<file path="src/rtl/rf_wport_arbiter.sv">
// Single regfile write-port arbiter: writeback (WB) requests vs. a 2-entry FIFO of long-latency
// unit (LU) writes, registered output, decode hazard detect. RF_ARB_STARVE_GUARD_EN adds LU anti-starvation.
module rf_wport_arbiter #(
   parameter int STARVE_LIMIT = 4
) (
   input  logic        clk,
   input  logic        rst,
   input  logic        wb_valid,
   input  logic [4:0]  wb_rd,
   input  logic [31:0] wb_data,
   output logic        wb_ready,
   input  logic        lu_valid,
   input  logic [4:0]  lu_rd,
   input  logic [31:0] lu_data,
   output logic        lu_ready,
   output logic        rf_w_en,
   output logic [4:0]  rf_rd_id,
   output logic [31:0] rf_wdata,
   input  logic [4:0]  rs1_id,
   input  logic [4:0]  rs2_id,
   output logic        hazard
);

   logic [4:0]  r_fifo_rd   [2];
   logic [31:0] r_fifo_data [2];
   logic        r_wptr;
   logic        r_rptr;
   logic [1:0]  r_count;

   logic        r_rf_w_en;
   logic [4:0]  r_rf_rd_id;
   logic [31:0] r_rf_wdata;

   logic        w_nonempty;
   logic        w_push;
   logic        w_pop;
   logic        w_force;
   logic        w_wb_grant;
   logic        w_win;
   logic [4:0]  w_win_rd;
   logic [31:0] w_win_data;
   logic [1:0]  w_entry_valid;
   logic [1:0]  w_entry_hit;
   logic        w_out_hit;
   logic        w_rs1_nz;
   logic        w_rs2_nz;

   assign w_nonempty = (r_count != 2'd0);
   // Ready comes from the registered count only, so a full FIFO never accepts even while popping.
   assign lu_ready   = (r_count != 2'd2);
   assign w_push     = lu_valid & lu_ready;
   assign wb_ready   = ~w_force;
   assign w_wb_grant = wb_valid & wb_ready;
   assign w_pop      = w_nonempty & (~wb_valid | w_force);

   // WB grant and FIFO pop are mutually exclusive by construction.
   assign w_win      = w_wb_grant | w_pop;
   assign w_win_rd   = w_wb_grant ? wb_rd   : r_fifo_rd[r_rptr];
   assign w_win_data = w_wb_grant ? wb_data : r_fifo_data[r_rptr];

`ifdef RF_ARB_STARVE_GUARD_EN
   logic [3:0] r_starve_cnt;
   logic       r_force;

   assign w_force = r_force & w_nonempty;

   always_ff @(posedge clk or negedge rst) begin
      if (!rst) begin
         r_starve_cnt <= 4'd0;
         r_force      <= 1'b0;
      end else if (!w_nonempty || w_pop) begin
         r_starve_cnt <= 4'd0;
         r_force      <= 1'b0;
      end else if (r_starve_cnt == 4'(STARVE_LIMIT - 1)) begin
         r_starve_cnt <= 4'd0;
         r_force      <= 1'b1;
      end else begin
         r_starve_cnt <= r_starve_cnt + 4'd1;
      end
   end
`else
   logic [3:0] w_unused_limit;

   // Strict WB priority: the starvation limit has no effect in this build.
   assign w_force        = 1'b0;
   assign w_unused_limit = 4'(STARVE_LIMIT);
`endif

   always_ff @(posedge clk or negedge rst) begin
      if (!rst) begin
         r_count <= 2'd0;
         r_wptr  <= 1'b0;
         r_rptr  <= 1'b0;
      end else begin
         if (w_push) r_wptr <= ~r_wptr;
         if (w_pop)  r_rptr <= ~r_rptr;
         case ({w_push, w_pop})
            2'b10:   r_count <= r_count + 2'd1;
            2'b01:   r_count <= r_count - 2'd1;
            default: r_count <= r_count;
         endcase
      end
   end

   always_ff @(posedge clk) begin
      if (w_push) begin
         r_fifo_rd[r_wptr]   <= lu_rd;
         r_fifo_data[r_wptr] <= lu_data;
      end
   end

   // x0 writes complete their handshake but never reach the regfile.
   always_ff @(posedge clk or negedge rst) begin
      if (!rst) begin
         r_rf_w_en  <= 1'b0;
         r_rf_rd_id <= 5'd0;
         r_rf_wdata <= 32'd0;
      end else begin
         r_rf_w_en <= w_win & (w_win_rd != 5'd0);
         if (w_win) begin
            r_rf_rd_id <= w_win_rd;
            r_rf_wdata <= w_win_data;
         end
      end
   end

   assign rf_w_en  = r_rf_w_en;
   assign rf_rd_id = r_rf_rd_id;
   assign rf_wdata = r_rf_wdata;

   assign w_rs1_nz = (rs1_id != 5'd0);
   assign w_rs2_nz = (rs2_id != 5'd0);

   generate
      for (genvar gi = 0; gi < 2; gi++) begin : g_entry
         assign w_entry_valid[gi] = (r_count == 2'd2) ||
                                    ((r_count == 2'd1) && (r_rptr == 1'(gi)));
         assign w_entry_hit[gi]   = w_entry_valid[gi] &&
                                    ((w_rs1_nz && (rs1_id == r_fifo_rd[gi])) ||
                                     (w_rs2_nz && (rs2_id == r_fifo_rd[gi])));
      end
   endgenerate

   assign w_out_hit = r_rf_w_en &&
                      ((w_rs1_nz && (rs1_id == r_rf_rd_id)) ||
                       (w_rs2_nz && (rs2_id == r_rf_rd_id)));
   assign hazard    = (|w_entry_hit) | w_out_hit;

endmodule

</file>
<file path="config.mk">
export PLATFORM = sky130hd
export DESIGN_NAME = rf_wport_arbiter
export DESIGN_NICKNAME = d
export VERILOG_FILES = /design/src/rtl/rf_wport_arbiter.sv
export SDC_FILE = /design/constraint.sdc
export NUM_CORES = 1
export LEC_CHECK = 0
export ABC_AREA = 1
export BUFFER_PORTS_ARGS = -buffer_cell sky130_fd_sc_hd__buf_4
export CELL_PAD_IN_SITES_DETAIL_PLACEMENT = 2
export CELL_PAD_IN_SITES_GLOBAL_PLACEMENT = 2
export CORE_MARGIN = 2
export CORE_UTILIZATION = 37
export CTS_BUF_LIST = sky130_fd_sc_hd__clkbuf_4
export DETAILED_ROUTE_END_ITERATION = 12
export PLACE_DENSITY = 0.95
export SLEW_MARGIN = 10
export SYNTH_ARGS = -nofsm -noshare
export SYNTH_HDL_FRONTEND = slang
export SYNTH_SLANG_ARGS = --single-unit
</file>
<file path="constraint.sdc">
create_clock -name clk -period 6.28 [get_ports clk]
set_input_delay 0.628 -clock clk [delete_from_list [all_inputs] [get_ports clk]]
set_output_delay 0.628 -clock clk [all_outputs]
set_load 0.01 [all_outputs]
</file>
==> impl_metrics.csv <==
group,metric,value,unit
finish,fin_nets,684,
floorplanning,die-area,14400,um^2
logic_synthesis,avgSynthCellArea,10.7,um^2
clock_network,cts_setup_buffers,0,
sta,period_share,48.6,%
clock_network,cts_buffers,17,
placed_design,numPortBuffers,127,
floorplanning,rows,42,
run,maxCapViolCount,0,
detailed_routing,postRouteAntennaNets,0,
sta,finClkSkew,0.0280,ns
sta,setup_tns,0,ns
pwr,total_power,2.89,mW
clock_network,cts_tree,"built",
critical_path,startpoint_type,"flop",
logic_synthesis,syn_area,4990,um^2
logic_synthesis,ys_seq_area_share,65.5,%
sta,post-route-min-period,3.05,ns
finish,drive_above_1_share,27.9,%
clock_network,cts_sinks,116,
logic_synthesis,synth_compound_area_share,9.62,%
sta,clock.fmax,0.327,GHz
placed_design,place.gp.congestion,0.801,
global_route,grt_usage,27.5,%
detailed_routing,vias,4108,
floorplanning,num_io_pins,129,
clock_network,path_clk_slew,0.13,ns
min_path,hp-class,"in2async",
detailed_routing,post-route-drc-count,0,
global_route,grt_pass1_vias,4816,
logic_synthesis,synth_nets,557,
pwr,peakVddDrop,0.000179,V
logic_synthesis,synth_top_family_by_area,"simple AND/OR/NAND/NOR gates",
detailed_routing,drt_first_pass_iters,4,
floorplanning,core-area,13200,um^2
logic_synthesis,synth_seq_cells,116,
placed_design,hpwl,11500,um
sta,relSlewSlack,17.4,%
finish,diodes,0,
finish,fillers,1336,
outcome,status,"completed",
clock_network,postCtsHoldBufs,0,
clock_network,htree_levels,4,
sta,worstMarginPinSlew,1.24,ns
floorplanning,die_x,120,um
sta,rsz0062_at_grt,"false",
finish,layout_commonest_cell,"nand2_1",
critical_path,worst-setup-path-type,"reg2out",
finish,area_growth,29.0,%
pwr,leakage,2.74,nW
detailed_routing,drtIter0Drc,248,
clock_network,cts_root_buf,"clkbuf_4",
clock_network,clkLatencyLatePin,0.55,ns
floorplanning,initial_utilization,37.9,%
clock_network,ctsResizeCount,0,
detailed_routing,wl,19200,um
sta,hold_viol,0,
critical_path,critPathMaxFanout,40,
logic_synthesis,yosysUniqueCellTypes,24,
logic_synthesis,synth_fa_ha_area_share,1.00,%
global_route,grt_max_degree,43,
logic_synthesis,yosys_warnings,0,
logic_synthesis,synth_simple_gate_area_share,14.9,%
detailed_routing,wl_per_cell,24.6,um
sta,finalSetupViolCount,0,
global_route,antenna_found_initial,0,
critical_path,cp-end-kind,"output pin",
pwr,power_density,449,nW/um^2
finish,layout_common_cells,"nand2_1 (129), buf_4 (128), edfxtp_1 (74)",
critical_path,arrival,2.43,ns
clock_network,clk_path_buf_depth,2,
critical_path,critPathRequiredTime,5.65,ns
logic_synthesis,synth_xor_area_share,4.21,%
sta,finalMaxSlewViolations,0,
logic_synthesis,synthMuxAreaShare,0,%
global_route,overflow,0,
global_route,grt_pass1_wl,29000,um
detailed_routing,via_per_inst,5.26,
floorplanning,die_h,120,um
logic_synthesis,netlist_instances,465,
[cells in the mapped netlist]
| cell | n | area, um^2 |
|---|---|---|
| nor2_2 | 1 | 6.26 |
| clkbuf_1 | 4 | 15.0 |
| buf_4 | 7 | 52.6 |
| o21ai_1 | 11 | 55.1 |
| buf_6 | 2 | 22.5 |
| xor2_1 | 11 | 96.3 |
| inv_2 | 4 | 15.0 |
| nand3_1 | 10 | 50.1 |
| o211ai_1 | 28 | 210 |
| xnor2_1 | 13 | 114 |
| nor2_4 | 1 | 11.3 |
| nor2_1 | 49 | 184 |
| a21oi_1 | 8 | 40.0 |
| nand2_1 | 129 | 484 |
| inv_1 | 24 | 90.1 |
| buf_2 | 7 | 35.0 |
| edfxtp_1 | 74 | 2220 |
| dfrtp_1 | 42 | 1050 |
| conb_1 | 1 | 3.75 |
| o21ai_0 | 30 | 150 |
| a31oi_1 | 2 | 12.5 |
| ha_1 | 4 | 50.1 |
| nor3_2 | 1 | 10.0 |
| o22ai_1 | 2 | 12.5 |
[cell families after synthesis]
logic type                 count (synthesis)
and+or+nand+nor                          191
DFF                                      116
AOI/OAI and AO/OA                         81
buffers and inverters                     48
xor gates and xnor gates                  24
adders and majority gates                  4
other                                      1
[worst paths after layout]
kind,from,end,slack (ns),cells after the start
max reg2reg,r_count[0]$_DFFE_PN0P_,r_fifo_rd[1][2]$_DFFE_PP_,3.77,5
min,rst,rf_wdata[31]$_DFFE_PN0P_,0.07,1
max in group asynchronous,rst,rf_wdata[4]$_DFFE_PN0P_,5.76,1
min reg2reg,rf_wdata[21]$_DFFE_PN0P_,rf_wdata[21]$_DFFE_PN0P_,0.53,2
min in group clk,lu_data[27],r_fifo_data[0][27]$_DFFE_PP_,0.26,1
max,r_rptr$_DFFE_PN0N_,hazard,3.23,6
[worst max-delay path, cell delays in order (launching register included)]
cell,delay (ns)
dfrtp_1,0.39
buf_4,0.29
inv_2,0.63
o21ai_0,0.23
nand2_1,0.12
nand3_1,0.09
buf_4,0.15
[routing by layer]
layer / up-vias / wire, um / global-route usage, %
li1: 1821 / - / -
met1: 2097 / 7510 / 32.7
met2: 152 / 10300 / 49.6
met3: 38 / 1010 / 5.57
met4: 0 / 429 / 9.49
met5: - / 0 / 0
[metrics by stage]
step | instance area, um^2 | utilization (%) | std cells | hold WS (ns) | worst slack, ns
global placement | 6070 | 46.0 | 749 | 0.488 | 3.90
floorplan | 4990 | - | 465 | 0.332 | 3.41
CTS | 6440 | 48.8 | 781 | 0.0586 | 3.17
finish | 6440 | 48.8 | 781 | 0.0700 | 3.23
detailed placement | 6070 | 46.0 | 749 | 0.507 | 3.83
global route | 6440 | 48.8 | 781 | 0.0925 | 3.08
[state kept, by name, summed over array words and instances, names as in the netlist]
signal / count
r_fifo_data: 64
rf_wdata: 32
r_fifo_rd: 10
rf_rd_id: 5
r_count: 2
r_rptr: 1
r_wptr: 1
rf_w_en: 1
[layout make-up]
cell class                 instances  area [um^2]  area share (%)
clock buffer                      19          143            2.21
tap                              176          220            3.42
clock inverter                    13          230            3.57
multi-input combinational        301         1510            23.4
sequential                       116         3270            50.8
inverter                          28          105            1.63
timing repair buffer             128          961            14.9
[where the power goes]
part	switching [mW]	internal (mW)	total [mW]
logic	0.602	0.336	0.938
clock network	0.320	0.405	0.724
registers	0.170	1.06	1.23
Power figures use the tool's default switching activity.
